===== config.mk =====
export PLATFORM = sky130hd
export DESIGN_NAME = tlb_op_ctrl
export DESIGN_NICKNAME = d
export VERILOG_FILES = /design/src/rtl/tlb_op_ctrl_pkg.sv /design/src/rtl/tlb_op_ctrl.sv
export SDC_FILE = /design/constraint.sdc
export NUM_CORES = 1
export LEC_CHECK = 0
export ABC_CLOCK_PERIOD_IN_PS = 5600
export CORE_AREA = 10 10 198 200
export CTS_CLUSTER_SIZE = 10
export DETAILED_ROUTE_END_ITERATION = 7
export DIE_AREA = 0 0 208 210
export GPL_ROUTABILITY_DRIVEN = 0
export PLACE_DENSITY = 0.53
export RECOVER_POWER = 50
export SYNTH_ARGS = -nofsm -noshare
export SYNTH_HDL_FRONTEND = slang
export SYNTH_SLANG_ARGS = --single-unit

===== constraint.sdc =====
create_clock -name clk -period 5.6 [get_ports clk]
set_input_delay 1.12 -clock clk [delete_from_list [all_inputs] [get_ports clk]]
set_output_delay 1.12 -clock clk [all_outputs]
set_load 0.02 [all_outputs]

===== src/rtl/tlb_op_ctrl_pkg.sv =====
// Shared definitions for the TLB instruction controller: op_type encodings,
// FSM state codes and the packed TLB entry width.
// Imported by tlb_op_ctrl and by anything that drives or consumes its ports.
package tlb_op_ctrl_pkg;

  localparam int TLB_ENTRY_W = 78;

  typedef enum logic [1:0] {
    OP_NONE  = 2'b00,  // illegal encoding, never accepted
    OP_TLBP  = 2'b01,
    OP_TLBR  = 2'b10,
    OP_TLBWI = 2'b11
  } tlb_op_t;

  typedef enum logic [1:0] {
    ST_IDLE  = 2'b00,
    ST_ISSUE = 2'b01,
    ST_RESP  = 2'b10,
    ST_DONE  = 2'b11
  } tlb_state_t;

  localparam logic [31:0] TLBP_MISS_INDEX = 32'h8000_0000;

endpackage


===== src/rtl/tlb_op_ctrl.sv =====
// Sequences tlbp / tlbr / tlbwi against the TLB and CP0.
// Latency: accept to done_valid is 3 cycles (tlbp, tlbr) or 2 cycles (tlbwi).
// Backpressure: op_ready only in IDLE, so one op is in flight at a time.
//
// Ports:
//   clk, rst                     clock, async active-high reset
//   op_valid/op_type/op_pc       TLB instruction from the pipeline; op_ready accepts
//   flush                        writeback flush, aborts an op in flight
//   done_valid/refetch/refetch_pc completion pulse and refetch request
//   cp0_entryhi/cp0_index/cp0_tlbwi_entry  CP0 state sampled at accept
//   s_*                          TLB search port (tlbp)
//   r_index/r_entry              TLB read port (tlbr)
//   w_en/w_index/w_entry         TLB write port (tlbwi)
//   tlbp_wen/tlbp_index          CP0 Index update
//   tlbr_wen/tlbr_entry          CP0 EntryHi/EntryLo0/EntryLo1 update
module tlb_op_ctrl
  import tlb_op_ctrl_pkg::*;
#(
  parameter int TLBNUM = 16,
  localparam int IW = $clog2(TLBNUM)
) (
  input  logic                   clk,
  input  logic                   rst,
  input  logic                   op_valid,
  input  logic [1:0]             op_type,
  input  logic [31:0]            op_pc,
  output logic                   op_ready,
  input  logic                   flush,
  output logic                   done_valid,
  output logic                   refetch,
  output logic [31:0]            refetch_pc,
  input  logic [31:0]            cp0_entryhi,
  input  logic [31:0]            cp0_index,
  input  logic [TLB_ENTRY_W-1:0] cp0_tlbwi_entry,
  output logic [18:0]            s_vpn2,
  output logic [7:0]             s_asid,
  input  logic                   s_found,
  input  logic [IW-1:0]          s_index,
  output logic                   s_req,
  output logic [IW-1:0]          r_index,
  input  logic [TLB_ENTRY_W-1:0] r_entry,
  output logic                   w_en,
  output logic [IW-1:0]          w_index,
  output logic [TLB_ENTRY_W-1:0] w_entry,
  output logic                   tlbp_wen,
  output logic [31:0]            tlbp_index,
  output logic                   tlbr_wen,
  output logic [TLB_ENTRY_W-1:0] tlbr_entry
);

  tlb_state_t             state_q, state_d;
  tlb_op_t                op_q;
  logic [31:0]            pc_q;
  logic [IW-1:0]          idx_q;
  logic [18:0]            vpn2_q;
  logic [7:0]             asid_q;
  logic [TLB_ENTRY_W-1:0] wentry_q;
  logic                   accept;

  // Bits of CP0 registers this block has no use for.
  logic unused_cp0;
  assign unused_cp0 = ^{cp0_entryhi[12:8], cp0_index[31:IW]};

  assign op_ready = (state_q == ST_IDLE);
  assign accept   = op_valid && op_ready && (op_type != OP_NONE) && !flush;

  // CP0 operands are captured at accept so that the TLB ports present stable,
  // registered values in ISSUE and r_index stays put through RESP while the
  // read data comes back.
  always_ff @(posedge clk or posedge rst) begin
    if (rst) begin
      state_q  <= ST_IDLE;
      op_q     <= OP_NONE;
      pc_q     <= '0;
      idx_q    <= '0;
      vpn2_q   <= '0;
      asid_q   <= '0;
      wentry_q <= '0;
    end else begin
      state_q <= state_d;
      if (accept) begin
        op_q     <= tlb_op_t'(op_type);
        pc_q     <= op_pc;
        idx_q    <= cp0_index[IW-1:0];
        vpn2_q   <= cp0_entryhi[31:13];
        asid_q   <= cp0_entryhi[7:0];
        wentry_q <= cp0_tlbwi_entry;
      end
    end
  end

  assign s_vpn2     = vpn2_q;
  assign s_asid     = asid_q;
  assign r_index    = idx_q;
  assign w_index    = idx_q;
  assign w_entry    = wentry_q;
  assign refetch_pc = pc_q + 32'd4;

  // Search and read responses arrive in RESP itself, so the CP0 write data
  // is steered straight from the TLB return path rather than re-registered.
  assign tlbp_index = s_found ? {{(32-IW){1'b0}}, s_index} : TLBP_MISS_INDEX;
  assign tlbr_entry = r_entry;

  always_comb begin
    state_d    = state_q;
    s_req      = 1'b0;
    w_en       = 1'b0;
    tlbp_wen   = 1'b0;
    tlbr_wen   = 1'b0;
    done_valid = 1'b0;
    refetch    = 1'b0;

    case (state_q)
      ST_IDLE: begin
        if (accept) state_d = ST_ISSUE;
      end

      // TLB-side strobes in ISSUE go out even on a flush cycle: the request
      // has already left this cycle, the flush only stops what follows.
      ST_ISSUE: begin
        s_req = (op_q == OP_TLBP);
        w_en  = (op_q == OP_TLBWI);
        if (flush)                 state_d = ST_IDLE;
        else if (op_q == OP_TLBWI) state_d = ST_DONE;
        else                       state_d = ST_RESP;
      end

      // CP0 writes in RESP commit architectural state, so a flush arriving
      // with them must cancel them.
      ST_RESP: begin
        tlbp_wen = (op_q == OP_TLBP) && !flush;
        tlbr_wen = (op_q == OP_TLBR) && !flush;
        state_d  = flush ? ST_IDLE : ST_DONE;
      end

      ST_DONE: begin
        done_valid = !flush;
        refetch    = !flush && (op_q != OP_TLBP);
        state_d    = ST_IDLE;
      end

      default: state_d = ST_IDLE;
    endcase
  end

endmodule


==> run metrics, run 1 <==
peak supply drop=about 0.24 mV; hold_ws=between 0.4 and 0.5 ns; Post-Synth XOR/XNOR Area=~3.7%; hold depth=1; P_int=3.17 mW; H-tree levels=4; reg-to-reg slack, setup=2.61 ns; Post-synth EDFFs=0; Post-DP HPWL=roughly 19000 um; mux contribution to synthesized area=22.9%; max-slew violations=230; setup ws final=about 1.2 ns; failing checks=max-capacitance violations, max-slew violations; Switching Fraction=34.9%; WS Path Type=in2out; Fin Setup TNS=0 ns; antenna fix cells=0; drt total wl=about 24000 um; Synth Area in Simple Gates=5.93%; Rows=69; Initial DRC Count=roughly 100; Starting Density=19.5%; Netlist cell types=29; slew at the pin closest to its max-slew limit=around 2.1 ns; Seq cells post-synth=between 100 and 150; clk slew on worst S/H paths=0.06 ns; clock sinks=145; Post-Synth Adder-Cell Area=0.182%; Critical Path Fanout Max=5; Gate power share=between 40% and 50%; critical path arrival=between 3 and 4 ns; complex-gate fraction of the synthesized area=less than 1%; pwr dens=473 mW/mm^2; final hold violations=0; drt wl/cell=19.8 um; post-CTS sizing=0; # hold bufs at CTS=0; Flop pwr share=between 30% and 40%; Pleak=between 4 and 5 nW; commonest non-fill, non-tap cell in the layout=clkdlybuf4s50_1; IO buf count=about 310; core area=roughly 0.035 sq mm; Tightest Hold Check Type=reg2reg; r2r startpoint=state_q[1]; most frequent cells in the layout=clkdlybuf4s50_1 (270), dfrtp_1 (145), mux2_2 (140), dlygate4sd3_1 (38), conb_1 (27); worst setup path startpoint=flush; Die X=around 210 um; R2R cell count=3; Slew HR=-41.7%; io pins=between 500 and 600; Tcrit/Tclk final=78.5%; initial antenna violation count=1; largest family of logic cells by synthesized area=multiplexers; die height=around 210 um; Max Clock Freq=227 MHz; layout cells sized above 1=between 20% and 30%; ys flop type=dfrtp_1; Area Growth Syn to Fin=49.6%; DR DRC count=0; Synth Cell Area=just under 0.007 sq mm; NetSw=1.70 mW; total number of vias=around 4700; clk_lat worst skew=0.43 ns; Post-Syn Area per Cell=between 10 and 15 sq um; total gr overflow=0; clock share of power=a little under a quarter; Seq/Total Area, Yosys=about 53%; pre-CTS setup slack=between 1 and 1.5 ns; Hold Startpoint=w_entry[64]; minimum clock period after layout=around 4.4 ns; Synth top area share=between 50% and 60%; Via density=3.87; Num CTS Buffers=17; Setup Fix Bufs, Post-CTS=0; status=complete, but fails checks; vias in the first global route=5204; CP Launch Type=input pin; # setup viols final=0; final net count=around 1000; Final ANT Viol Nets=0; DIE AREA=~0.044 sq mm; final clock skew=approximately 0.0078 ns; max cap viols=3; FFs w/ async S/R, synth=100%; top area cells in the synthesized netlist=dfrtp_1 (53%), mux2_2 (23%), buf_4 (14%); drt pass-1 iters=4; largest net degree at the start of global routing=approximately 110; Clock Tree Buf Depth=2; Critical Path RT=about 4.5 ns; Cells after Synth=approximately 520; first-pass GRT wire length=approximately 35000 um; Ys Warns=0; aggregate global-route resource usage=between 10% and 20%; root buffer cell=clkbuf_16; CP Capture Type=primary output; area leader, netlist=dfrtp_1; CTS tree=built; RSZ-0062 raised after global routing=false
==> metrics by stage <==
| stage | util (%) | area (sq um) | total power, mW | instances |
|---|---|---|---|---|
| 6_report | 29.2 | 10300 | 4.87 | 1223 |
| 2_1_floorplan | - | 6980 | 2.80 | 548 |
| 3_5_place_dp | 27.7 | 9750 | 3.82 | 1193 |
| 4_1_cts | 29.3 | 10300 | 5.02 | 1223 |
| 5_1_grt | 29.2 | 10300 | 5.14 | 1223 |
| 3_3_place_gp | 27.7 | 9750 | 3.81 | 1193 |
==> layout make-up <==
| type | count | area, sq um |
|---|---|---|
| repair buffers | 311 | 3100 |
| clock inverters | 9 | 108 |
| inverters | 6 | 23.8 |
| clock buffers | 21 | 470 |
| multi-input cells | 270 | 2390 |
| fillers | 3648 | 24900 |
| well taps | 461 | 577 |
| flip-flops and latches | 145 | 3630 |
==> power by group through the flow <==
stage | sequential [mW] | combinational (mW) | clock, mW
6_report | 1.68 | 2.04 | 1.14
5_1_grt | 1.74 | 2.17 | 1.23
4_1_cts | 1.70 | 2.12 | 1.20
3_5_place_dp | 1.71 | 2.11 | 0
3_3_place_gp | 1.69 | 2.11 | 0
2_1_floorplan | 2.02 | 0.785 | 0
==> worst max-delay path, cell delays in order <==
cell and delay [ns]:
dlygate4sd3_1 0.63, or3b_2 0.48, nor3b_1 0.35, clkdlybuf4s50_1 0.69
==> synthesized netlist by cell type, types with 3 or more instances <==
cell,number
inv_1,6
nand3_1,14
nor2_1,8
buf_4,125
nor3_1,4
and2_1,5
xnor2_1,22
nand2_1,10
and3_1,3
nand4_1,11
dfrtp_1,145
mux2_2,140
xor2_1,7
o21ai_0,4
==> worst paths after layout <==
| kind | end |
|---|---|
| max | tlbr_wen |
| min | w_entry[64] |
| max reg2reg | pc_q[29] |
| min reg2reg | w_entry[64] |
| max in group asynchronous | pc_q[14] |
| min in group asynchronous | w_entry[4] |
==> sequential cells by signal, indices dropped and copies added, names as in the netlist <==
signal / count
op_q: 2
pc_q: 32
r_index: 4
s_asid: 8
s_vpn2: 19
state_q: 2
w_entry: 78
==> cell families after synthesis <==
| logic type | Yosys count |
|---|---|
| other | 1 |
| muxes | 140 |
| DFF | 145 |
| AOI/OAI and AO/OA | 5 |
| adders and majority gates | 1 |
| buffers and inverters | 133 |
| xor gates and xnor gates | 29 |
| and+or+nand+nor | 68 |
==> routing by layer <==
layer	up-vias	global-route usage (%)	share of wire [%]
li1	2101	-	-
met1	2299	10.3	34
met2	270	17.5	49
met3	66	7.04	14
met4	0	5.35	3.5
met5	-	0.888	0
(Power assumes the default switching activity.)
==> run 2: changes to the inputs <==
--- a/config.mk
+++ b/config.mk
@@ -5,7 +5,7 @@
 export SDC_FILE = /design/constraint.sdc
 export NUM_CORES = 1
 export LEC_CHECK = 0
-export ABC_CLOCK_PERIOD_IN_PS = 5600
+export ABC_CLOCK_PERIOD_IN_PS = 4200
 export CORE_AREA = 10 10 198 200
 export CTS_CLUSTER_SIZE = 10
 export DETAILED_ROUTE_END_ITERATION = 7
==> constraint.sdc (replaced) <==
create_clock -name clk -period 4.2 [get_ports clk]
set_input_delay 0.84 -clock clk [delete_from_list [all_inputs] [get_ports clk]]
set_output_delay 0.84 -clock clk [all_outputs]
set_load 0.02 [all_outputs]
==> run 2 against run 1 <==
Net effect: the run still ends with max-capacitance violations, max-slew violations left; clock skew barely moved; sequential power rose by 34%; first-iteration DRC count rose by 41%; design area rose by 0.40%; critical path type is now in2reg; critical endpoint is now pc_q[16]; largest power group unchanged.
==> run metrics, run 2 (synthesis gave the netlist of run 1 again) <==
DIE AREA=0.0437 sq mm (unchanged); drt pass-1 iters=4 (unchanged); Critical Path RT=4.51 ns (+0.03 ns); aggregate global-route resource usage=11.0% (+0.24 points); Setup Fix Bufs, Post-CTS=0 (unchanged); # setup viols final=0 (unchanged); total power draw=6.63 mW (+36%); R2R cell count=3 (unchanged); hold depth=1 (unchanged); Slowest-stage cell, CP=clkbuf_2; clk_lat worst skew=0.43 ns (about the same); # hold bufs at CTS=0 (unchanged); Buf/Inv on CP=2 (unchanged); Final ANT Viol Nets=0 (unchanged); Pleak=4.10 nW (+0.45%); drt wl/cell=19.8 um (about the same); status=complete, but fails checks; reg-to-reg slack, setup=1.07 ns (-1.54 ns); Area after DPL=0.00977 sq mm (+0.19%); Tightest Hold Check Type=reg2reg; WS Path Type=in2reg; Hold Path Sink=s_asid[0]; root buffer cell=clkbuf_16; die height=210 um (unchanged); Cells after DPL=1194 (+0.084%); fin area=0.0103 sq mm (+0.40%); initial antenna violation count=3 (+2); slew at the pin closest to its max-slew limit=2.17 ns (+0.0405 ns); Area Growth Syn to Fin=50.2%; Critical Path Fanout Max=80 (+75); r2r startpoint=state_q[1]; Rows=69 (unchanged); most frequent cells in the layout=clkdlybuf4s50_1 (271), dfrtp_1 (145), mux2_2 (140), dlygate4sd3_1 (37), conb_1 (27); critical path arrival=3.97 ns (+0.69 ns); Filler Cell Count=3649 (+0.027%); CTS tree=built; final clock skew=0.00806 ns (+0.000302 ns); max reg flops=78 (unchanged); total gr overflow=0 (unchanged); fin cells=1226 (+0.25%); Num CTS Buffers=17 (unchanged); Die X=208 um (unchanged); Hold Startpoint=s_asid[0]; commonest non-fill, non-tap cell in the layout=clkdlybuf4s50_1; clk slew on worst S/H paths=0.06 ns (about the same); crit-path cells=dlygate4sd3_1, o21ai_0, nor4_1, clkbuf_2, mux2_2; DR DRC count=0 (unchanged); IO buf count=308 (unchanged); Core Util, Final=29.4% (+0.12 points); H-tree levels=4 (unchanged); Slew HR=-44.4% (-2.7 points); Starting Density=19.5% (unchanged); first-pass GRT wire length=35800 um (+1.9%); core area=0.0352 sq mm (unchanged); max cap viols=4 (+1); Tcrit/Tclk final=87.2%; final net count=1016 (+0.099%); Via density=3.87 (-0.18%); RSZ-0062 raised after global routing=false; CP Capture Type=flip-flop; kind of cell adding the most delay to the critical path=buffers and inverters; layout cells sized above 1=23.3% (-0.16 points); largest net degree at the start of global routing=84 (-21%); minimum clock period after layout=3.66 ns; pwr dens=641 mW/mm^2 (+36%); Fin Setup TNS=0 ns (unchanged); Initial DRC Count=144 (+41%); drt total wl=24300 um (+0.29%); peak supply drop=0.273 mV (+15%); CP Launch Type=input pin; post-CTS sizing=0 (unchanged); vias in the first global route=5378 (+3.3%); max-slew violations=295 (+28%); failing checks=max-capacitance violations, max-slew violations; Max Clock Freq=273 MHz; final hold violations=0 (unchanged); largest stage delay on the critical path=1.60 ns (+0.91 ns); R2R Path End=pc_q[16]; Post-DP HPWL=19200 um (+1.6%); clock sinks=145 (unchanged); io pins=525 (unchanged); Clock Tree Buf Depth=2 (unchanged); total number of vias=4739 (+0.063%)
run 2: cell types whose count changed in the layout (fill, tap and decap cells not counted), moves of 2 or more:
cell       before  now
diode_2         0    2
clkbuf_2        1    4
bufinv_16       2    4
clkinv_2        3    0
run 2: metal layers:
layer / vias to the layer above / share of wire, % / GRT usage, %
met2: 289 / 49 / 17.7
met4: 2 / 3.3 / 5.57
li1: 2115 / - / -
met1: 2264 / 34 / 10.3
met5: - / 0.054 / 0.333
met3: 69 / 14 / 7.70
run 2: final cells by class:
type	instances	area, sq um	area share, %
clock buffers	22	474	4.59
repair buffers	312	3100	30.0
well taps	461	577	5.58
clock inverters	8	153	1.48
multi-input cells	270	2370	23.0
flip-flops and latches	145	3630	35.1
diodes	2	5.00	0.0484
inverters	6	26.3	0.254
run 2: power by group:
| part | switching, mW | internal, mW | total (mW) |
|---|---|---|---|
| Clock | 0.619 | 1.04 | 1.66 |
| Combinational | 1.30 | 1.42 | 2.72 |
| Sequential | 0.358 | 1.90 | 2.25 |
| Total | 2.28 | 4.35 | 6.63 |
run 2: worst max-delay path by stage:
| stage | from | depth (start not counted) | slack, ns | to |
|---|---|---|---|---|
| global route | op_type[1] | 5 | 0.27 | pc_q[19] |
| global placement | flush | 4 | 0.64 | tlbr_wen |
| detailed placement | flush | 4 | 0.68 | tlbr_wen |
| CTS | pc_q[4] | 5 | 0.55 | refetch_pc[27] |
| floorplan | rst | 1 | 1.54 | op_q[0] |
| finish | op_type[1] | 5 | 0.54 | pc_q[16] |
run 2: worst reg2reg max path, stage by stage (launching register included):
cell and delay (ns):
dfrtp_1 0.44, nor4_1 0.43, clkbuf_2 1.60, mux2_2 0.55
run 2: metrics by stage:
stage	hold slack [ns]	setup slack, ns
2_1_floorplan	0.482	1.54
3_3_place_gp	0.489	0.644
3_5_place_dp	0.494	0.681
4_1_cts	0.508	0.555
5_1_grt	0.512	0.270
6_report	0.498	0.538
==> run 3: changes to the inputs <==
--- a/config.mk
+++ b/config.mk
@@ -6,10 +6,10 @@
 export NUM_CORES = 1
 export LEC_CHECK = 0
 export ABC_CLOCK_PERIOD_IN_PS = 4200
-export CORE_AREA = 10 10 198 200
+export CORE_AREA = 10 10 197 199
 export CTS_CLUSTER_SIZE = 10
 export DETAILED_ROUTE_END_ITERATION = 7
-export DIE_AREA = 0 0 208 210
+export DIE_AREA = 0 0 207 209
 export GPL_ROUTABILITY_DRIVEN = 0
 export PLACE_DENSITY = 0.53
 export RECOVER_POWER = 50
==> run 3 against run 2 <==
Net effect: the run still ends with max-capacitance violations, max-slew violations left; utilization increased by 0.084 points; first-iteration DRC count increased by 1.4%; non-clock buffer count increased by 2; register-to-register slack about the same; critical path depth unchanged; sequential power about the same; routed wire length increased by 1.2%; count of clock-buffer cells in the layout decreased by 3; critical endpoint is now pc_q[19]; largest cell class unchanged.
==> run metrics, run 3 (synthesis gave the netlist of run 1 again) <==
Fin Setup TNS=0 ns (unchanged); CTS tree=built; Critical Path RT=4.51 ns (about the same); fin cells=1228 (+0.16%); Clock Tree Buf Depth=2 (unchanged); failing checks=max-capacitance violations, max-slew violations; final net count=1018 (+0.20%); Num CTS Buffers=17 (unchanged); crit-path cells=dlygate4sd3_1, o21ai_0, nor4_1, buf_2, mux2_2; total number of vias=4794 (+1.2%); io pins=525 (unchanged); layout cells sized above 1=23.6% (+0.30 points); drt total wl=24600 um (+1.2%); DIE AREA=0.0433 sq mm (-0.95%); most frequent cells in the layout=clkdlybuf4s50_1 (283), dfrtp_1 (145), mux2_2 (140), conb_1 (27), dlygate4sd3_1 (25); Initial DRC Count=146 (+1.4%); Pleak=4.09 nW (-0.32%); max reg flops=78 (unchanged); final clock skew=0.00609 ns (-0.00197 ns); status=complete, but fails checks; Via density=3.90 (+1.0%); clk_lat worst skew=0.43 ns (about the same); vias in the first global route=5364 (-0.26%); first-pass GRT wire length=35900 um (+0.42%); fin area=0.0103 sq mm (-0.21%); initial antenna violation count=5 (+2); drt wl/cell=20.0 um (+1.1%); DR DRC count=0 (unchanged); critical path arrival=3.99 ns (+0.02 ns); Area Growth Syn to Fin=49.9%; RSZ-0062 raised after global routing=false; CP Launch Type=input pin; total gr overflow=0 (unchanged); Slowest-stage cell, CP=buf_2; IO buf count=308 (unchanged); Starting Density=19.6% (+0.096 points); Critical Path Fanout Max=89 (+11%); commonest non-fill, non-tap cell in the layout=clkdlybuf4s50_1; clock sinks=145 (unchanged); Buf/Inv on CP=2 (unchanged); CP Capture Type=flip-flop; kind of cell adding the most delay to the critical path=buffers and inverters; pwr dens=634 mW/mm^2 (-1.2%); Tcrit/Tclk final=87.6% (+0.41 points); largest net degree at the start of global routing=90 (+7.1%); peak supply drop=0.318 mV (+17%); Rows=69 (unchanged); slew at the pin closest to its max-slew limit=2.02 ns (-0.142 ns); # hold bufs at CTS=0 (unchanged); H-tree levels=4 (unchanged); aggregate global-route resource usage=11.1% (+0.12 points); # setup viols final=0 (unchanged); clk slew on worst S/H paths=0.06 ns (about the same); Tightest Hold Check Type=reg2reg; Max Clock Freq=272 MHz (-0.47%); minimum clock period after layout=3.68 ns (+0.0172 ns); core area=0.0351 sq mm (-0.49%); largest stage delay on the critical path=1.50 ns (-0.10 ns); max cap viols=2 (-2); drt pass-1 iters=4 (unchanged); Die X=207 um (-0.48%); Cells after DPL=1196 (+0.17%); Setup Fix Bufs, Post-CTS=0 (unchanged); Final ANT Viol Nets=0 (unchanged); Slew HR=-34.9% (+9.5 points); root buffer cell=clkbuf_16; Post-DP HPWL=19500 um (+1.4%); WS Path Type=in2reg; post-CTS sizing=0 (unchanged); max-slew violations=155 (-47%); die height=209 um (-0.48%); final hold violations=0 (unchanged); Area after DPL=0.00979 sq mm (+0.15%)
[run 3: cell types whose count changed in the layout (fill, tap and decap cells not counted), moves of 2 or more]
cell / delta
dlygate4sd3_1: -12
bufinv_16: -2
clkinv_2: +3
clkbuf_2: -3
clkdlybuf4s50_1: +12
[run 3: layout make-up]
type | instances | area [sq um]
tap | 461 | 577
sequential | 145 | 3630
clock inverter | 12 | 133
antenna | 1 | 2.50
multi-input combinational | 270 | 2370
timing repair buffer | 314 | 3130
clock buffer | 19 | 453
fill | 3637 | 24700
inverter | 6 | 23.8
[run 3: layer usage]
| metal | track usage [%] | part of all wire, % | up-vias |
|---|---|---|---|
| li1 | - | - | 2123 |
| met1 | 10.6 | 34 | 2298 |
| met2 | 18.3 | 49 | 295 |
| met3 | 7.22 | 13 | 74 |
| met4 | 4.96 | 3.0 | 4 |
| met5 | 0.344 | 0.065 | - |
[run 3: power by group]
part           internal, mW  leakage, nW  switching, mW
clock network         0.905        0.282          0.647
logic                  1.43         2.10           1.31
registers              1.90         1.71          0.357
[run 3: worst paths after layout]
| path | end | from | cells past startpoint | slack (ns) |
|---|---|---|---|---|
| min reg2reg | s_asid[7] | s_asid[7] | 1 | 0.50 |
| max reg2reg | pc_q[19] | state_q[0] | 3 | 1.08 |
| min in group asynchronous | w_entry[35] | rst | 2 | 1.03 |
| max | pc_q[19] | op_type[1] | 5 | 0.52 |
| max in group asynchronous | pc_q[24] | rst | 3 | 1.04 |
| min | s_asid[7] | s_asid[7] | 1 | 0.50 |
[run 3: worst reg2reg max path, delay by kind of cell (launching register included)]
kind	cells	cell delay [ns]
flops	1	0.45
simple gates	1	0.48
mux	1	0.58
buf+inv	1	1.50
[run 3: per-stage QoR]
stage | setup slack [ns] | util [%] | hold WS (ns) | power (mW)
2_1_floorplan | 1.54 | - | 0.482 | 3.74
3_5_place_dp | 0.649 | 27.9 | 0.494 | 5.10
6_report | 0.520 | 29.4 | 0.497 | 6.54
5_1_grt | 0.243 | 29.4 | 0.512 | 6.92
3_3_place_gp | 0.631 | 27.9 | 0.489 | 5.09
4_1_cts | 0.600 | 29.6 | 0.509 | 6.73
